===== config.mk =====
export PLATFORM = sky130hd
export DESIGN_NAME = rreg_read_arbiter
export DESIGN_NICKNAME = d
export VERILOG_FILES = /design/src/rtl/rreg_read_arbiter_pkg.sv /design/src/rtl/rreg_read_arbiter_rr_pick2.sv /design/src/rtl/rreg_read_arbiter.sv
export SDC_FILE = /design/constraint.sdc
export NUM_CORES = 1
export LEC_CHECK = 0
export CAP_MARGIN = 20
export CORE_MARGIN = 2
export CORE_UTILIZATION = 49
export CTS_BUF_LIST = sky130_fd_sc_hd__clkbuf_2
export DETAILED_ROUTE_END_ITERATION = 6
export PLACE_DENSITY = 0.86
export SLEW_MARGIN = 40
export SYNTH_ARGS = -nofsm -noshare
export SYNTH_HDL_FRONTEND = slang
export SYNTH_HIERARCHICAL = 1
export SYNTH_SLANG_ARGS = --single-unit

===== constraint.sdc =====
create_clock -name clk -period 5.2 [get_ports clk]
set_input_delay 1.56 -clock clk [delete_from_list [all_inputs] [get_ports clk]]
set_output_delay 1.56 -clock clk [all_outputs]
set_load 0.1 [all_outputs]

===== src/rtl/rreg_read_arbiter_pkg.sv =====
// Shared constants for the read-back register arbiter: FSM state codes,
// owner codes and mux register indices, plus the strobe decode helper.
package rreg_read_arbiter_pkg;

  // FSM state encoding
  localparam logic [1:0] ST_IDLE = 2'd0;
  localparam logic [1:0] ST_STB  = 2'd1;
  localparam logic [1:0] ST_CAP  = 2'd2;

  // Owner encoding; also the bit position of each requester in req/grant
  localparam logic OWN_TI = 1'b0;
  localparam logic OWN_PI = 1'b1;

  // Mux register indices
  localparam logic [1:0] SEL_A = 2'd0;
  localparam logic [1:0] SEL_B = 2'd1;
  localparam logic [1:0] SEL_C = 2'd2;
  localparam logic [1:0] SEL_D = 2'd3;

  // Register index to one-hot strobe vector {d,c,b,a}
  function automatic logic [3:0] sel_onehot(input logic [1:0] sel);
    logic [3:0] v;
    v = 4'b0000;
    case (sel)
      SEL_A: v = 4'b0001;
      SEL_B: v = 4'b0010;
      SEL_C: v = 4'b0100;
      SEL_D: v = 4'b1000;
      default: v = 4'b0000;
    endcase
    return v;
  endfunction

endpackage


===== src/rtl/rreg_read_arbiter_rr_pick2.sv =====
// Two-way picker: bit 0 is TI, bit 1 is Pi. A lone request is granted; on a
// tie the requester that was not served last wins, unless prio_fixed forces
// TI to win every tie. Grant is one-hot or zero.
module rr_pick2
  import rreg_read_arbiter_pkg::*;
(
  input  logic [1:0] req,
  input  logic       last,
  input  logic       prio_fixed,
  output logic [1:0] grant
);

  // Pure combinational tie-break
  always_comb begin
    grant = 2'b00;
    case (req)
      2'b01:   grant = 2'b01;
      2'b10:   grant = 2'b10;
      2'b11:   grant = (prio_fixed || (last == OWN_PI)) ? 2'b01 : 2'b10;
      default: grant = 2'b00;
    endcase
  end

endmodule


===== src/rtl/rreg_read_arbiter.sv =====
// Read-back mux arbiter between the TI bus read path and the Pi serial read
// path. Grants one requester, strobes the registered 4-way mux for WAIT_CYC
// cycles, captures the mux output into that requester's holding register and
// pulses its ack. Request/ack handshake: req is a level held by the requester
// until it sees its one-cycle ack; data is valid from the ack cycle and stays
// stable until that requester's next ack. Each requester is ignored for the
// cycle its own ack is visible so a req still held there is not re-served.
// Build option: define TI_PRIORITY_EN to make TI win every tie (Pi may starve).
module rreg_read_arbiter
  import rreg_read_arbiter_pkg::*;
#(
  parameter int DW       = 8,
  parameter int WAIT_CYC = 1
) (
  input  logic          clk,
  input  logic          reset,
  input  logic          ti_req,
  input  logic [1:0]    ti_sel,
  output logic          ti_ack,
  output logic [DW-1:0] ti_data,
  input  logic          pi_req,
  input  logic [1:0]    pi_sel,
  output logic          pi_ack,
  output logic [DW-1:0] pi_data,
  output logic          mux_a,
  output logic          mux_b,
  output logic          mux_c,
  output logic          mux_d,
  input  logic [DW-1:0] mux_o,
  output logic          busy,
  output logic [1:0]    dbg_state
);

  localparam int CW = $clog2(WAIT_CYC + 1);

  logic [1:0]    r_state;
  logic [1:0]    w_next;
  logic [CW-1:0] r_cnt;
  logic          r_owner;
  logic [1:0]    r_sel;
  logic          r_rr_last;
  logic [3:0]    r_stb;
  logic          r_busy;
  logic          r_ti_ack;
  logic          r_pi_ack;
  logic [DW-1:0] r_ti_data;
  logic [DW-1:0] r_pi_data;

  logic [1:0]    w_elig;
  logic [1:0]    w_grant;
  logic          w_any;
  logic          w_gown;
  logic [1:0]    w_gsel;
  logic          w_prio_fixed;
  logic [3:0]    w_stb_nxt;
  logic          w_busy_nxt;
  logic          w_ti_ack_nxt;
  logic          w_pi_ack_nxt;

`ifdef TI_PRIORITY_EN
  assign w_prio_fixed = 1'b1;
`else
  assign w_prio_fixed = 1'b0;
`endif

  // A requester is masked while its own ack is visible
  assign w_elig = {pi_req & ~r_pi_ack, ti_req & ~r_ti_ack};

  rr_pick2 u_pick (
    .req        (w_elig),
    .last       (r_rr_last),
    .prio_fixed (w_prio_fixed),
    .grant      (w_grant)
  );

  assign w_any  = |w_grant;
  assign w_gown = w_grant[1] ? OWN_PI : OWN_TI;
  assign w_gsel = w_grant[1] ? pi_sel : ti_sel;

  // State register
  always_ff @(posedge clk) begin
    if (reset) r_state <= ST_IDLE;
    else       r_state <= w_next;
  end

  // Next-state logic; STB lasts until the down-counter reaches its last cycle
  always_comb begin
    w_next = r_state;
    case (r_state)
      ST_IDLE: if (w_any) w_next = ST_STB;
      ST_STB:  if (r_cnt == CW'(1)) w_next = ST_CAP;
      ST_CAP:  w_next = ST_IDLE;
      default: w_next = ST_IDLE;
    endcase
  end

  // Next values of the registered outputs
  always_comb begin
    w_stb_nxt    = 4'b0000;
    w_busy_nxt   = (w_next != ST_IDLE);
    w_ti_ack_nxt = 1'b0;
    w_pi_ack_nxt = 1'b0;
    if (w_next == ST_STB)
      w_stb_nxt = sel_onehot((r_state == ST_IDLE) ? w_gsel : r_sel);
    if (r_state == ST_CAP) begin
      if (r_owner == OWN_TI) w_ti_ack_nxt = 1'b1;
      else                   w_pi_ack_nxt = 1'b1;
    end
  end

  // Grant bookkeeping: latch owner/sel at grant, count strobe cycles
  always_ff @(posedge clk) begin
    if (reset) begin
      r_owner   <= OWN_TI;
      r_sel     <= SEL_A;
      r_cnt     <= '0;
      r_rr_last <= OWN_PI;
    end else begin
      case (r_state)
        ST_IDLE: begin
          if (w_any) begin
            r_owner   <= w_gown;
            r_sel     <= w_gsel;
            r_cnt     <= CW'(WAIT_CYC);
            r_rr_last <= w_gown;
          end
        end
        ST_STB:  r_cnt <= r_cnt - CW'(1);
        default: ;
      endcase
    end
  end

  // Output registers; CAP samples the mux into the owner's holding register
  always_ff @(posedge clk) begin
    if (reset) begin
      r_stb     <= 4'b0000;
      r_busy    <= 1'b0;
      r_ti_ack  <= 1'b0;
      r_pi_ack  <= 1'b0;
      r_ti_data <= '0;
      r_pi_data <= '0;
    end else begin
      r_stb    <= w_stb_nxt;
      r_busy   <= w_busy_nxt;
      r_ti_ack <= w_ti_ack_nxt;
      r_pi_ack <= w_pi_ack_nxt;
      if (r_state == ST_CAP) begin
        if (r_owner == OWN_TI) r_ti_data <= mux_o;
        else                   r_pi_data <= mux_o;
      end
    end
  end

  assign ti_ack    = r_ti_ack;
  assign pi_ack    = r_pi_ack;
  assign ti_data   = r_ti_data;
  assign pi_data   = r_pi_data;
  assign mux_a     = r_stb[0];
  assign mux_b     = r_stb[1];
  assign mux_c     = r_stb[2];
  assign mux_d     = r_stb[3];
  assign busy      = r_busy;
  assign dbg_state = r_state;

endmodule

==> run summary, run 1 <==
The flow ran to the end, and the final reports show no timing, DRC or antenna violations. The root buffer cell chosen for the clock tree is sky130_fd_sc_hd__clkbuf_2. The antenna diode count is 0.

The insertion delay of the later-clocked pin in the worst-skew pair is 0.36 ns. The via count of the first global-routing pass was 878. The CTS clock-pin slew for the worst setup and hold paths came out at 0.15 ns. The port buffer count is 40. Measured against its own limit, the worst slew margin works out to 46.3%. The buffer depth of the longest clock path is 2. The first-pass GRT wire length is between 3 and 4 mm. The length in cells of the worst reg-to-reg path is 6. The met2 demand-to-capacity share in global routing is 29.8%. The number of hold-slack violations in the final timing report is 0. The starting density of the core is between 50 and 60%. The setup violation total in the final timing report is 0.

The worst-case IR drop observed on VDD is 0.000218 V. The worst hold path belongs to the class reg -> reg. The total number of H-tree levels is 2.

The final cycle utilization of the critical path came out at 58.6%. For the finished layout, the period the worst path requires is 3.04 ns. The worst slack on hold paths is roughly 0.5 ns. The final layout contains routed wiring with a total length of 2.16 mm. The endpoint identified for the worst register-to-register timing path is r_cnt.

In this run the worst setup path begins at dbg_state[0]. Entering global routing, the biggest net connects 25 pins. For this run, the register share of the synthesized area comes to ~51%. Measured along the x axis, the die boundary spans 52.9 um.

The fraction of layout cells with a size suffix above 1 came out at 27.9%. The most frequently used flop master after synthesis is sky130_fd_sc_hd__dfxtp_1. Timing would allow up to 328 MHz. Among all cell types in the netlist, the one instantiated most often is sky130_fd_sc_hd__dfxtp_1. The worst setup path is launched from a flip-flop. The worst setup path is of the reg -> out kind. In this run, post-CTS repair resized a total of 0 instances. The required time of the critical path came out at ~3.6 ns. The count of buffering cells on the critical path with inverters included is 1.

In this run, CTS created clock tree buffers numbering 5. For this design, the slowest cell found on the critical path is sky130_fd_sc_hd__dfxtp_1. In this run, synthesis produced a sequential element count of 30. In this run the number of cells on the critical path is 1.

The mean instance size in the synthesized netlist came out at 10.6 um2. between 40 and 50 I/O pins were placed. The first-pass iteration count of the detailed router is 4.

For this run, design rule violations remaining after detail routing come to 0. The pin slew with the least headroom to its limit came out at 0.804 ns. The proportion of netlist area held by the largest area contributor is between 50 and 60%. The area enclosed by the die boundary came out at approximately 2800 um2.

Walking the worst path, the cells encountered are buf_2. In the final routed layout, each cell accounts on average for approximately 12 um. The biggest area consumer among synthesized cells is sky130_fd_sc_hd__dfxtp_1. The number of enable-type register cells in the synthesized netlist is 0. The mean number of vias per cell came out at 4.95. The global placement routability congestion is 0.833.

The number of slew-limit violations in the final report came out at 0. The endpoint class of the critical path is an output port. The number of antenna violations at the first check in global routing is 0. Cells fill 66.9% of the core in the end. The setup check on the worst reg-to-reg path leaves a slack of 3.58 ns. The TritonCTS sink count is 30. The leftover overflow at the end of global routing came out at 0.

The number of warnings reported in the yosys synthesis log is 6. The routed layout has around 900 vias. The worst register-to-register path begins at ti_ack. The async set-or-reset flop fraction in the synthesized netlist came out at 0%. Summed over all nets, the half-perimeter wirelength after detailed placement is 1.59 mm. The overall track demand over capacity in global routing came out at 18.2%.

The die span in y came out at 52.9 um. The maximum fanout along the worst path came out at 10. The buffer count from post-CTS setup fixing came out at 0. The number of nets with antenna violations after detailed routing is 0. The areal power density over the cells came out at 336 nW/um2. The combined area of all synthesized cells is roughly 1200 um2. The aggregate negative setup slack came out at 0 ns.

At the end of the flow, the number of nets in the layout was 169. Counting every instance in the synthesized netlist gives 111. The number of distinct library cells after synthesis is 29. Across the run, the number of max-cap violations was 0. The global routing stage identified its most utilized layer as met2. The end of the critical path is dbg_state[0]. After floorplanning, the core was divided into 17 placement rows.

In this design, the largest share of critical-path delay is due to flip-flops. The number of hold buffers added after CTS was 0. The largest incremental delay on the critical path is 0.61 ns. Between clock sinks in the finished design, the worst skew comes to 0.0120 ns. After synthesis, the cell types taking the most area are sky130_fd_sc_hd__dfxtp_1 (51%), sky130_fd_sc_hd__mux2i_1 (15%), sky130_fd_sc_hd__nor2_1 (6.4%), sky130_fd_sc_hd__mux2_4 (3.8%), sky130_fd_sc_hd__nor3_2 (2.6%).

Counting instances in the post-synthesis netlist gives the leading cell types as sky130_fd_sc_hd__dfxtp_1 (30), sky130_fd_sc_hd__nor2_1 (20), sky130_fd_sc_hd__mux2i_1 (18), sky130_fd_sc_hd__nor2b_1 (4). Setup repair after global routing left no endpoint under its margin. The number of design-rule violations left by the first detailed-router iteration is 9.

The clock tree from TritonCTS is built. The area growth from synthesis to layout came out at 27.5%. At the worst endpoint, the arrival time is 1.48 ns.

The total area inside the core boundary comes to around 2200 um2. Global routing used 20.1% of the available met1 tracks. The reported leakage power is 0.727 nW.

For met3 alone, demand over resource in global routing was under 10%.
-- worst min path at each step --
stage / startpoint / endpoint / slack (ns) / cells after the start
after floorplan: r_cnt / r_cnt / 0.47 / 2
after global placement: ti_data[2] / ti_data[2] / 0.47 / 2
after detailed placement: ti_data[1] / ti_data[1] / 0.48 / 2
after CTS: ti_data[4] / ti_data[4] / 0.51 / 2
after global routing: ti_data[5] / ti_data[5] / 0.55 / 2
final: ti_data[7] / ti_data[7] / 0.51 / 2
-- kinds of logic after synthesis --
family          Yosys count  synth area share (%)
simple gates             41                  18.9
compound gates            9                  5.23
mux                      22                  20.2
flops                    30                  51.2
buf+inv                   8                  4.16
other cells               1                 0.320
-- state kept, by name, indices dropped and copies added, names as in the netlist --
register	count
ti_data	8
dbg_state	2
r_rr_last	1
ti_ack	1
r_cnt	1
pi_ack	1
busy	1
pi_data	8
r_owner	1
r_stb	4
r_sel	2
-- routing by layer --
metal | part of all wire (%) | vias to the layer above
met5 | 0 | -
met4 | 1.9 | 0
met3 | 8.8 | 5
met2 | 47 | 34
met1 | 42 | 403
li1 | - | 459
-- metrics by stage --
| stage | power, mW | std cells | setup slack [ns] | area (um2) |
|---|---|---|---|---|
| 6_report | 0.503 | 182 | 2.16 | 1500 |
| 5_1_grt | 0.524 | 182 | 2.09 | 1500 |
| 4_1_cts | 0.506 | 182 | 2.18 | 1490 |
| 3_5_place_dp | 0.398 | 174 | 1.82 | 1450 |
| 3_3_place_gp | 0.403 | 174 | 1.90 | 1580 |
| 2_1_floorplan | 0.372 | 112 | 2.41 | 1180 |
-- power by group --
| part | switching, mW | internal [mW] |
|---|---|---|
| Combinational | 0.0965 | 0.0413 |
| Sequential | 0.0115 | 0.244 |
| Clock | 0.0762 | 0.0330 |
| Total | 0.184 | 0.318 |
-- layout make-up --
type                    instances  area, um2
clock buffers                   6       30.0
clock inverters                 2       8.76
fillers                       178        738
inverters                       2       7.51
multi-input cells              74        538
flip-flops and latches         30        601
well taps                      28       35.0
repair buffers                 40        275
-- cells in the final DEF, fill, tap and decap left out, types with 2 or more instances in the layout --
| cell type | count |
|---|---|
| sky130_fd_sc_hd__nor3_1 | 3 |
| sky130_fd_sc_hd__buf_2 | 25 |
| sky130_fd_sc_hd__mux2i_1 | 18 |
| sky130_fd_sc_hd__clkbuf_2 | 6 |
| sky130_fd_sc_hd__nor2_1 | 20 |
| sky130_fd_sc_hd__a21oi_1 | 2 |
| sky130_fd_sc_hd__inv_1 | 2 |
| sky130_fd_sc_hd__mux2_4 | 3 |
| sky130_fd_sc_hd__nor3_2 | 3 |
| sky130_fd_sc_hd__nor2b_1 | 4 |
| sky130_fd_sc_hd__clkdlybuf4s50_1 | 15 |
| sky130_fd_sc_hd__nor4_1 | 2 |
| sky130_fd_sc_hd__conb_1 | 2 |
| sky130_fd_sc_hd__o21ai_1 | 2 |
| sky130_fd_sc_hd__nand2b_1 | 2 |
| sky130_fd_sc_hd__dfxtp_1 | 30 |
Note: power is estimated with default switching activity, not from simulation.
==> inputs of run 2 (changes only) <==
Settings changed: CORE_UTILIZATION 49 to 41, PLACE_DENSITY 0.86 to 0.77.
Clock period 5.2 ns to 2.5 ns, I/O delays scaled along.
==> run 2 against run 1 <==
Effect of this change: clock power rose by 100%; die area rose by 18%; global-route usage fell by 1.9 points; via count rose by 2.1%; critical path depth rose by 6; wire length rose by 5.8%; core utilization fell by 8.9 points; clock skew fell by 0.0053 ns; total power rose by 110%; first-iteration DRC count rose by 89%.
==> run summary, run 2 (synthesis gave the netlist of run 1 again) <==
The final worst clock skew was 0.00674 ns (-0.00527 ns). The total of hold buffers inserted after clock tree synthesis is 0 (unchanged). The path with the worst hold slack has its endpoint at ti_data[1]. The endpoint class of the critical path is a flip-flop. The number of hold-slack violations in the final timing report is 0 (unchanged). The residual DRC count was 0 (unchanged). The global placement routability congestion is 0.721 (-13%). The largest incremental delay on the critical path is 0.45 ns (-0.16 ns). The area growth from synthesis to layout is 35.3%.

The proportion of power drawn by the clock network is 20.9% (-0.8 points). The switching power came out at 0.375 mW (+100%). The placeable core area came out at 2730 um2 (+22%). The clock tree from TritonCTS is built.

The x dimension of the die came out at 57.5 um (+8.6%). The mean number of vias per cell was 4.92 (-0.62%). The via count of the first global-routing pass came out at 909 (+3.5%). By startpoint and endpoint, the worst setup path is classified as in -> reg. The first-pass GRT wire length was 4.06 mm (+12%). The worst-case setup margin in the final layout was 0.367 ns (-1.79 ns). The aggregate negative setup slack came out at 0 ns (unchanged). The root cell of the clock tree is sky130_fd_sc_hd__clkbuf_2. The area enclosed by the die boundary came to 3300 um2 (+18%). The average routed wire per standard cell came out at 12.2 um (+3.0%). The post-cts gate resize count is 0 (unchanged). The pin slew with the least headroom to its limit is 0.561 ns (-0.243 ns).

The number of slew-limit violations in the final report came out at 0 (unchanged). The worst register-to-register path ends at r_cnt. The leftover overflow at the end of global routing is 0 (unchanged). The first-pass iteration count of the detailed router is 4 (unchanged).

The areal power density over the cells came to 668 nW/um2 (+99%). On the critical path, the stage with the largest delay is an instance of sky130_fd_sc_hd__clkdlybuf4s50_1. The critical path data arrival time came to 2.37 ns (+0.89 ns).

The internal power of the cells is 0.685 mW (+120%). The post-layout minimum cycle time is between 2 and 2.5 ns. The buffer count from post-CTS setup fixing is 0 (unchanged).

The sum of routed wire length over all layers came out at 2.29 mm (+5.8%). The class of the most critical hold timing path is reg -> reg. The max capacitance violation total came to 0 (unchanged).

The required time of the critical path came out at 2.73 ns (-0.91 ns). The net count of the finished layout came out at 172 (+1.8%). The startpoint identified for the worst hold timing path is ti_data[1].

The placement row count came out at 19 (+2). The total number of H-tree levels is 2 (unchanged). Leaving out fill and tap cells, the most frequent cell in the layout is sky130_fd_sc_hd__dfxtp_1.

The insertion delay of the later-clocked pin in the worst-skew pair was 0.34 ns (-0.02 ns). The part of the power in registers came to 50.3% (-0.6 points). The buffer depth of the longest clock path came out at 2 (unchanged). The reported leakage power is 0.744 nW (+2.4%). Setup repair after global routing left no endpoint under its margin. The total power was 1.06 mW (+110%). The share of total power in combinational logic is 28.8% (+1.4 points).

The switching share of total power was 35.4% (-1.3 points). The length in cells of the worst reg-to-reg path came out at 6 (unchanged). The antenna diode count was 0 (unchanged). The run finished with clean final reports. The number of design-rule violations left by the first detailed-router iteration is 17 (+8). The relative slew slack is 62.5% (+16 points). The die span in y is 57.5 um (+8.6%). The highest achievable clock rate came out at roughly 470 MHz. The number of antenna violations at the first check in global routing came out at 0 (unchanged). The largest voltage drop on the vdd net was 0.000566 V (+160%).

The fraction of layout cells with a size suffix above 1 came out at 29.5% (+1.6 points). The setup violation total in the final timing report came out at 0 (unchanged). The final cycle utilization of the critical path came out at a little under nine tenths.

The maximum fanout along the worst path came to 7 (-3). The number of buffers created by CTS was 5 (unchanged). In this run the critical register-to-register path is launched from ti_ack. The port buffer count is 40 (unchanged). The starting density of the core came to 42.9% (-9.6 points).

The largest net degree at the start of global routing is 18 (-28%). The CTS clock-pin slew for the worst setup and hold paths is 0.13 ns (-0.02 ns). The setup slack on the worst flop-to-flop path came out at 0.90 ns (-2.68 ns). The pre-CTS setup slack came out at -0.0194 ns (-1.84 ns). The TritonCTS sink count came out at 30 (unchanged). The worst hold path stage count is 2 (unchanged). The overall track demand over capacity in global routing came to 16.3% (-1.9 points). STA classifies the critical path startpoint as an input pin.

The half-perimeter wire length of the detailed placement result is 1.72 mm (+8.0%). The number of nets with antenna violations after detailed routing was 0 (unchanged). In the layout the commonest cells are sky130_fd_sc_hd__dfxtp_1 (30), sky130_fd_sc_hd__buf_4 (27), sky130_fd_sc_hd__nor2_1 (20). Walking the worst path, the cells encountered are clkdlybuf4s50_1 -> nor2b_1 -> o21ai_1 -> and2_1 -> or2_2 -> o21ai_2 -> o21ai_1. In this design, the critical path's most frequently occurring cell is sky130_fd_sc_hd__o21ai_1. The top-level port count is 41 (unchanged).

The post-layout utilization of the core came out at 58.0% (-8.9 points). The overall via count from detail_route is 920 (+2.1%).
run 2: power by group through the flow:
| stage | Sequential (mW) | Combinational [mW] | Clock, mW |
|---|---|---|---|
| after CTS | 0.534 | 0.309 | 0.233 |
| after floorplan | 0.661 | 0.112 | 0 |
| after detailed placement | 0.545 | 0.308 | 0 |
| final | 0.533 | 0.306 | 0.221 |
| after global placement | 0.543 | 0.302 | 0 |
| after global routing | 0.538 | 0.324 | 0.263 |
run 2: stage by stage:
stage                     cell area [um2]  hold WS, ns  cells
after global placement               1550        0.478    180
after global routing                 1590        0.541    187
after floorplan                      1180        0.468    112
after detailed placement             1550        0.484    180
after CTS                            1590        0.522    187
final                                1590        0.518    187
run 2: how the worst max path moves through the flow:
stage	cells after the start	startpoint	end	slack, ns
6_report	7	ti_req	r_cnt	0.37
4_1_cts	7	ti_req	r_cnt	0.38
5_1_grt	7	ti_req	r_stb[3]	0.29
2_1_floorplan	6	ti_ack	r_stb[0]	0.34
3_5_place_dp	7	ti_req	r_cnt	-0.02
3_3_place_gp	7	ti_req	r_cnt	0.04
run 2: cell type report:
cell class / instances / area (um2)
flip-flops and latches: 30 / 601
inverters: 2 / 7.51
multi-input cells: 74 / 532
well taps: 31 / 38.8
clock buffers: 7 / 35.0
fillers: 240 / 1150
repair buffers: 43 / 373
run 2: metal layers:
metal  part of all wire (%)  vias to the layer above  global-route usage, %
li1                       -                      466                      -
met1                     40                      416                   17.9
met2                     49                       35                   26.3
met3                    9.3                        3                   9.75
met4                    1.1                        0                   4.98
met5                      0                        -                      0
run 2: critical path, delay by kind of cell:
family / cells / cell delay [ns]
simple gates: 3 / 0.69
buf+inv: 1 / 0.45
compound gates: 3 / 0.47
==> inputs of run 3 (changes only) <==
Settings changed: CORE_UTILIZATION 41 to 55, CTS_CLUSTER_SIZE set to 12, DONT_BUFFER_PORTS set to 1, PLACE_DENSITY 0.77 to 0.73.
==> run 3 against run 2 <==
Effect of this change: via count shrank 5.4%; combinational power shrank 11%; design area down 11%; final cell count down 11%; register-to-register slack got worse by 0.10 ns; first-iteration DRC count decreased by 59%; global-route usage up 4.1 points; total power fell by 3.1%; wire length up 0.53%; clock skew rose by 0.0058 ns; core utilization grew 13 points; clock power up 3%; largest power group unchanged.
==> run summary, run 3 (synthesis gave the netlist of run 1 again) <==
The number of antenna violations at the first check in global routing came out at 0 (unchanged). The cell family contributing the most delay on the critical path is flip-flops. The area enclosed by the die boundary was 2520 um2 (-24%). The number of buffers created by CTS came out at 5 (unchanged). The CTS clock-pin slew for the worst setup and hold paths is 0.15 ns (+0.02 ns). TritonCTS built the clock tree. The length in cells of the worst reg-to-reg path came out at 6 (unchanged). For this design, the slowest cell found on the critical path is sky130_fd_sc_hd__dfxtp_1. The reported leakage power was 0.673 nW (-9.6%). The average routed wire per standard cell came out at 13.8 um (+13%).

The max capacitance violation total is 0 (unchanged). The highest achievable clock rate is 493 MHz (+5.1%). The post-layout utilization of the core is 71.0% (+13 points). The number of slew-limit violations in the final report is 0 (unchanged). In this run the worst hold path is classified as in -> reg.

The maximum fanout along the worst path came to 8 (+1). The overall via count from detail_route is 870 (-5.4%). STA classifies the critical path startpoint as a flip-flop.

The global placement routability congestion is 0.869 (+21%). The buffer count from post-CTS setup fixing came out at 0 (unchanged). The overall track demand over capacity in global routing is 20.4% (+4.1 points).

The sum of routed wire length over all layers is 2.30 mm (+0.53%). The top-level port count came out at 41 (unchanged). In the layout the commonest cells are sky130_fd_sc_hd__dfxtp_1 (30), sky130_fd_sc_hd__buf_4 (26), sky130_fd_sc_hd__nor2_1 (20). The mean number of vias per cell is 5.21 (+5.9%). The post-layout minimum cycle time came out at 2.03 ns (-0.103 ns). The die span in y came out at 50.2 um (-13%). The number of hold-slack violations in the final timing report came out at 0 (unchanged). The areal power density over the cells came out at 730 nW/um2 (+9.2%). Setup repair after global routing left no endpoint under its margin. The final worst clock skew is 0.0126 ns (+0.00582 ns). Walking the worst path, the cells encountered are buf_4.

The critical path is of the reg -> out type. The number of nets with antenna violations after detailed routing came out at 0 (unchanged). The fraction of layout cells with a size suffix above 1 came out at 31.4% (+1.9 points). The post-cts gate resize count is 0 (unchanged). The placement row count came to 16 (-3).

The x dimension of the die came out at 50.2 um (-13%). The required time of the critical path is 1.75 ns (-0.98 ns). The largest voltage drop on the vdd net was 0.000530 V (-6.3%).

The port buffer count was 0 (-100%). The total number of H-tree levels came out at 2 (unchanged). The residual DRC count is 0 (unchanged). The via count of the first global-routing pass is 871 (-4.2%). The largest net degree at the start of global routing came to 25 (+7). The aggregate negative setup slack is 0 ns (unchanged).

The largest incremental delay on the critical path is 0.55 ns (+0.10 ns). The leftover overflow at the end of global routing came to 0 (unchanged). The worst hold path stage count came out at 1 (-1).

The number of design-rule violations left by the first detailed-router iteration is 7 (-10). The count of buffering cells on the critical path with inverters included was 1 (unchanged). The critical path data arrival time came to 1.28 ns (-1.09 ns). The setup violation total in the final timing report came to 0 (unchanged).

The half-perimeter wire length of the detailed placement result is 1.73 mm (+0.71%). The placeable core area is 1980 um2 (-28%). The leading cell type in the layout, fill and taps excluded is sky130_fd_sc_hd__dfxtp_1. The area growth from synthesis to layout is 20.1%.

The run finished with clean final reports. The relative slew slack was 62.9% (+0.46 points). The first-pass GRT wire length came out at 3.73 mm (-8.2%). The starting density of the core is 59.2% (+16 points). The net count of the finished layout came out at 155 (-9.9%). The insertion delay of the later-clocked pin in the worst-skew pair is 0.36 ns (+0.02 ns). The final cycle utilization of the critical path came out at 81.2% (-4.1 points). The first-pass iteration count of the detailed router is 3 (-1).

The total of hold buffers inserted after clock tree synthesis is 0 (unchanged). The TritonCTS sink count came to 30 (unchanged). The buffer depth of the longest clock path came out at 2 (unchanged).

The endpoint class of the critical path is an output port. In this run the clock root is driven by a sky130_fd_sc_hd__clkbuf_2. The pin slew with the least headroom to its limit is 0.554 ns (-0.00686 ns). The antenna diode count came to 0 (unchanged).

The count of cell instances traversed by the critical path was 1 (-6).
==> run 3: cell types whose count changed in the layout (fill, tap and decap cells not counted) <==
| cell | previous run | this run |
|---|---|---|
| sky130_fd_sc_hd__clkdlybuf4s50_1 | 15 | 0 |
| sky130_fd_sc_hd__clkinv_2 | 0 | 1 |
| sky130_fd_sc_hd__clkbuf_2 | 7 | 6 |
| sky130_fd_sc_hd__buf_12 | 1 | 0 |
| sky130_fd_sc_hd__clkinv_1 | 0 | 1 |
| sky130_fd_sc_hd__buf_4 | 27 | 26 |
==> run 3: layout make-up <==
cell class	count	area [um2]
flip-flops and latches	30	601
fillers	147	574
multi-input cells	74	532
repair buffers	26	195
well taps	27	33.8
clock buffers	6	30.0
clock inverters	2	8.76
inverters	2	7.51
==> run 3: through the flow <==
stage               cell area, um2  setup WS, ns  std cells  total power [mW]  hold slack, ns
floorplan                     1180         0.341        112             0.773           0.468
global placement              1370         0.467        159             0.804           0.481
detailed placement            1370         0.361        159             0.812           0.505
CTS                           1410         0.446        167              1.04           0.419
global route                  1410         0.388        167              1.07           0.399
finish                        1410         0.470        167              1.03           0.437
==> run 3: report_power, final <==
group	switching (mW)	internal [mW]	leakage [nW]
Sequential	0.0215	0.508	0.244
Clock	0.158	0.0686	0.0304
Combinational	0.195	0.0762	0.398
==> run 3: routing by layer <==
metal	global-route usage (%)	up-vias	wire, um
li1	-	430	-
met1	19.8	405	848
met2	36.4	32	1240
met3	9.23	3	178
met4	9.26	0	27
met5	0	-	0
==> run 3: worst paths after layout <==
check	end	slack, ns	from
setup reg to reg	r_cnt	0.80	ti_ack
hold reg to reg	r_cnt	0.53	r_cnt
hold / removal	ti_data[6]	0.44	reset
setup / recovery	dbg_state[0]	0.47	dbg_state[0]
==> patch (flow settings as in run 2) <==
Register the output `dbg_state` once more, without a reset; this adds one clock of latency there. The other outputs are not delayed to match.
--- a/src/rtl/rreg_read_arbiter.sv
+++ b/src/rtl/rreg_read_arbiter.sv
@@ -161,6 +161,8 @@
   assign mux_c     = r_stb[2];
   assign mux_d     = r_stb[3];
   assign busy      = r_busy;
-  assign dbg_state = r_state;
+  always_ff @(posedge clk) begin
+    dbg_state <= r_state;
+  end
 
 endmodule
Formal check against the unedited RTL: not equivalent (Yosys sat finds a counterexample within 4 cycles, from zero or initial values and one cycle with reset high).
==> patch against run 2 <==
Critical path depth down 1; worst setup slack worse by 0.030 ns; highest routed layer unchanged; non-clock buffer count down 1; largest cell class unchanged; critical path type unchanged; first-iteration DRC count down 29%; core utilization down 0.50 points; area after synthesis up 2.6%; total power up 3.7%; sequential cell count up 2; die area up 2.4%; via count up 2.7%; cell area up 0.87%; wire length down 0.53%; sequential share of layout area up 2.2 points.
==> patch: results (changes against run 2) <==
timing:
  slew_headroom: 0.605  # was 0.625
  fin_skew_ns: 0.0119  # was 0.00674 ns
grt:
  grt_pass1_wl_mm: 3.86  # was 4.06 mm
  grt_max_degree: 17  # was 18
  grt_pass1_vias: 870  # was 909
  grt_util_all_layers: 0.153  # was 0.163
worst_setup_path:
  crit_fanout: 6  # was 7
  cp-startpoint: "pi_req"  # was ti_req
  rr_startpoint: "pi_ack"  # was ti_ack
power_and_ir_drop:
  p_comb_uw: 291  # was 306 uW
  seqPwrFrac: 0.519  # was 0.503
  p_leak_uw: 0.000750  # was 0.000744 uW
  power_uw: 1100  # was 1060 uW
  ir_worst_vdd_v: 0.000551  # was 0.000566 V
  p_int_uw: 714  # was 685 uW
cells_and_area:
  nets: 173  # was 172
  drive_above_1_share: 0.259  # was 0.295
  num-fill-cells: 244  # was 240
logic_synthesis:
  ys_seq_area_frac: 0.533  # was 0.512
  synth_common_cells: "dfxtp_1 (32), nor2_1 (20), mux2i_1 (18)"  # was dfxtp_1 (30), nor2_1 (20), mux2i_1 (18)
  synth_warnings: 6  # unchanged
  synthTopCellsByArea: "dfxtp_1 (53%), mux2i_1 (15%), nor2_1 (6.2%)"  # was dfxtp_1 (51%), mux2i_1 (15%), nor2_1 (6.4%)
outcome:
  outcome: "completed"  # unchanged
detailed_routing:
  drt-total-wl_mm: 2.27  # was 2.29 mm
  drt_iter0_drc: 12  # was 17
  vias: 945  # was 920
placed_design:
  hpwl_mm: 1.68  # was 1.72 mm
  dpl-instance-area_um2: 1560  # was 1550 um^2
  gp_congestion: 0.699  # was 0.721
clocking:
  path_clk_slew_ns: 0.15  # was 0.13 ns
  clock_latency_ns: 0.36  # was 0.34 ns
min_path:
  holdCritStartpoint: "r_cnt"  # was ti_data[1]
patch: per-layer routing:
metal / part of all wire / vias up / global-route usage
met3: 0.095 / 3 / 0.0759
met2: 0.46 / 37 / 0.242
met1: 0.43 / 432 / 0.178
met5: 0 / - / 0
li1: - / 473 / -
met4: 0.015 / 0 / 0.0598
patch: layout make-up:
type	instances	area, um^2	area share
flip-flops and latches	32	641	0.400
multi-input cells	74	522	0.326
repair buffers	42	353	0.220
well taps	31	38.8	0.0242
inverters	2	7.51	0.00469
clock buffers	7	35.0	0.0219
clock inverters	1	3.75	0.00235
patch: cells by family (layout without fill, tap and decap cells):
| kind of cell | count (synthesis) | after routing | share of synthesized area |
|---|---|---|---|
| DFF | 32 | 32 | 0.533 |
| AOI/OAI and AO/OA | 9 | 9 | 0.0510 |
| other | 1 | 2 | 0.00312 |
| muxes | 22 | 22 | 0.194 |
| buffers and inverters | 8 | 52 | 0.0364 |
| and+or+nand+nor | 41 | 41 | 0.183 |
patch: path summary, 6_finish.rpt:
kind               to  slack (ns)  cells after the start
max reg2reg  r_stb[2]        0.84                      5
max          r_stb[2]        0.34                      6
min             r_cnt        0.51                      2
min reg2reg     r_cnt        0.51                      2
patch: worst max-delay path: cells and delay by family:
kind | cells | cell delay [ns]
muxes | 2 | 0.67
and+or+nand+nor | 3 | 0.59
buffers and inverters | 1 | 0.44
patch: stage by stage:
stage	setup slack (ns)	instances	setup TNS, ns	hold WS, ns
finish	0.337	189	0	0.513
global route	0.233	189	0	0.555
CTS	0.363	189	0	0.513
detailed placement	-0.0346	181	-0.0655	0.487
global placement	0.0544	181	0	0.479
floorplan	0.319	114	0	0.326
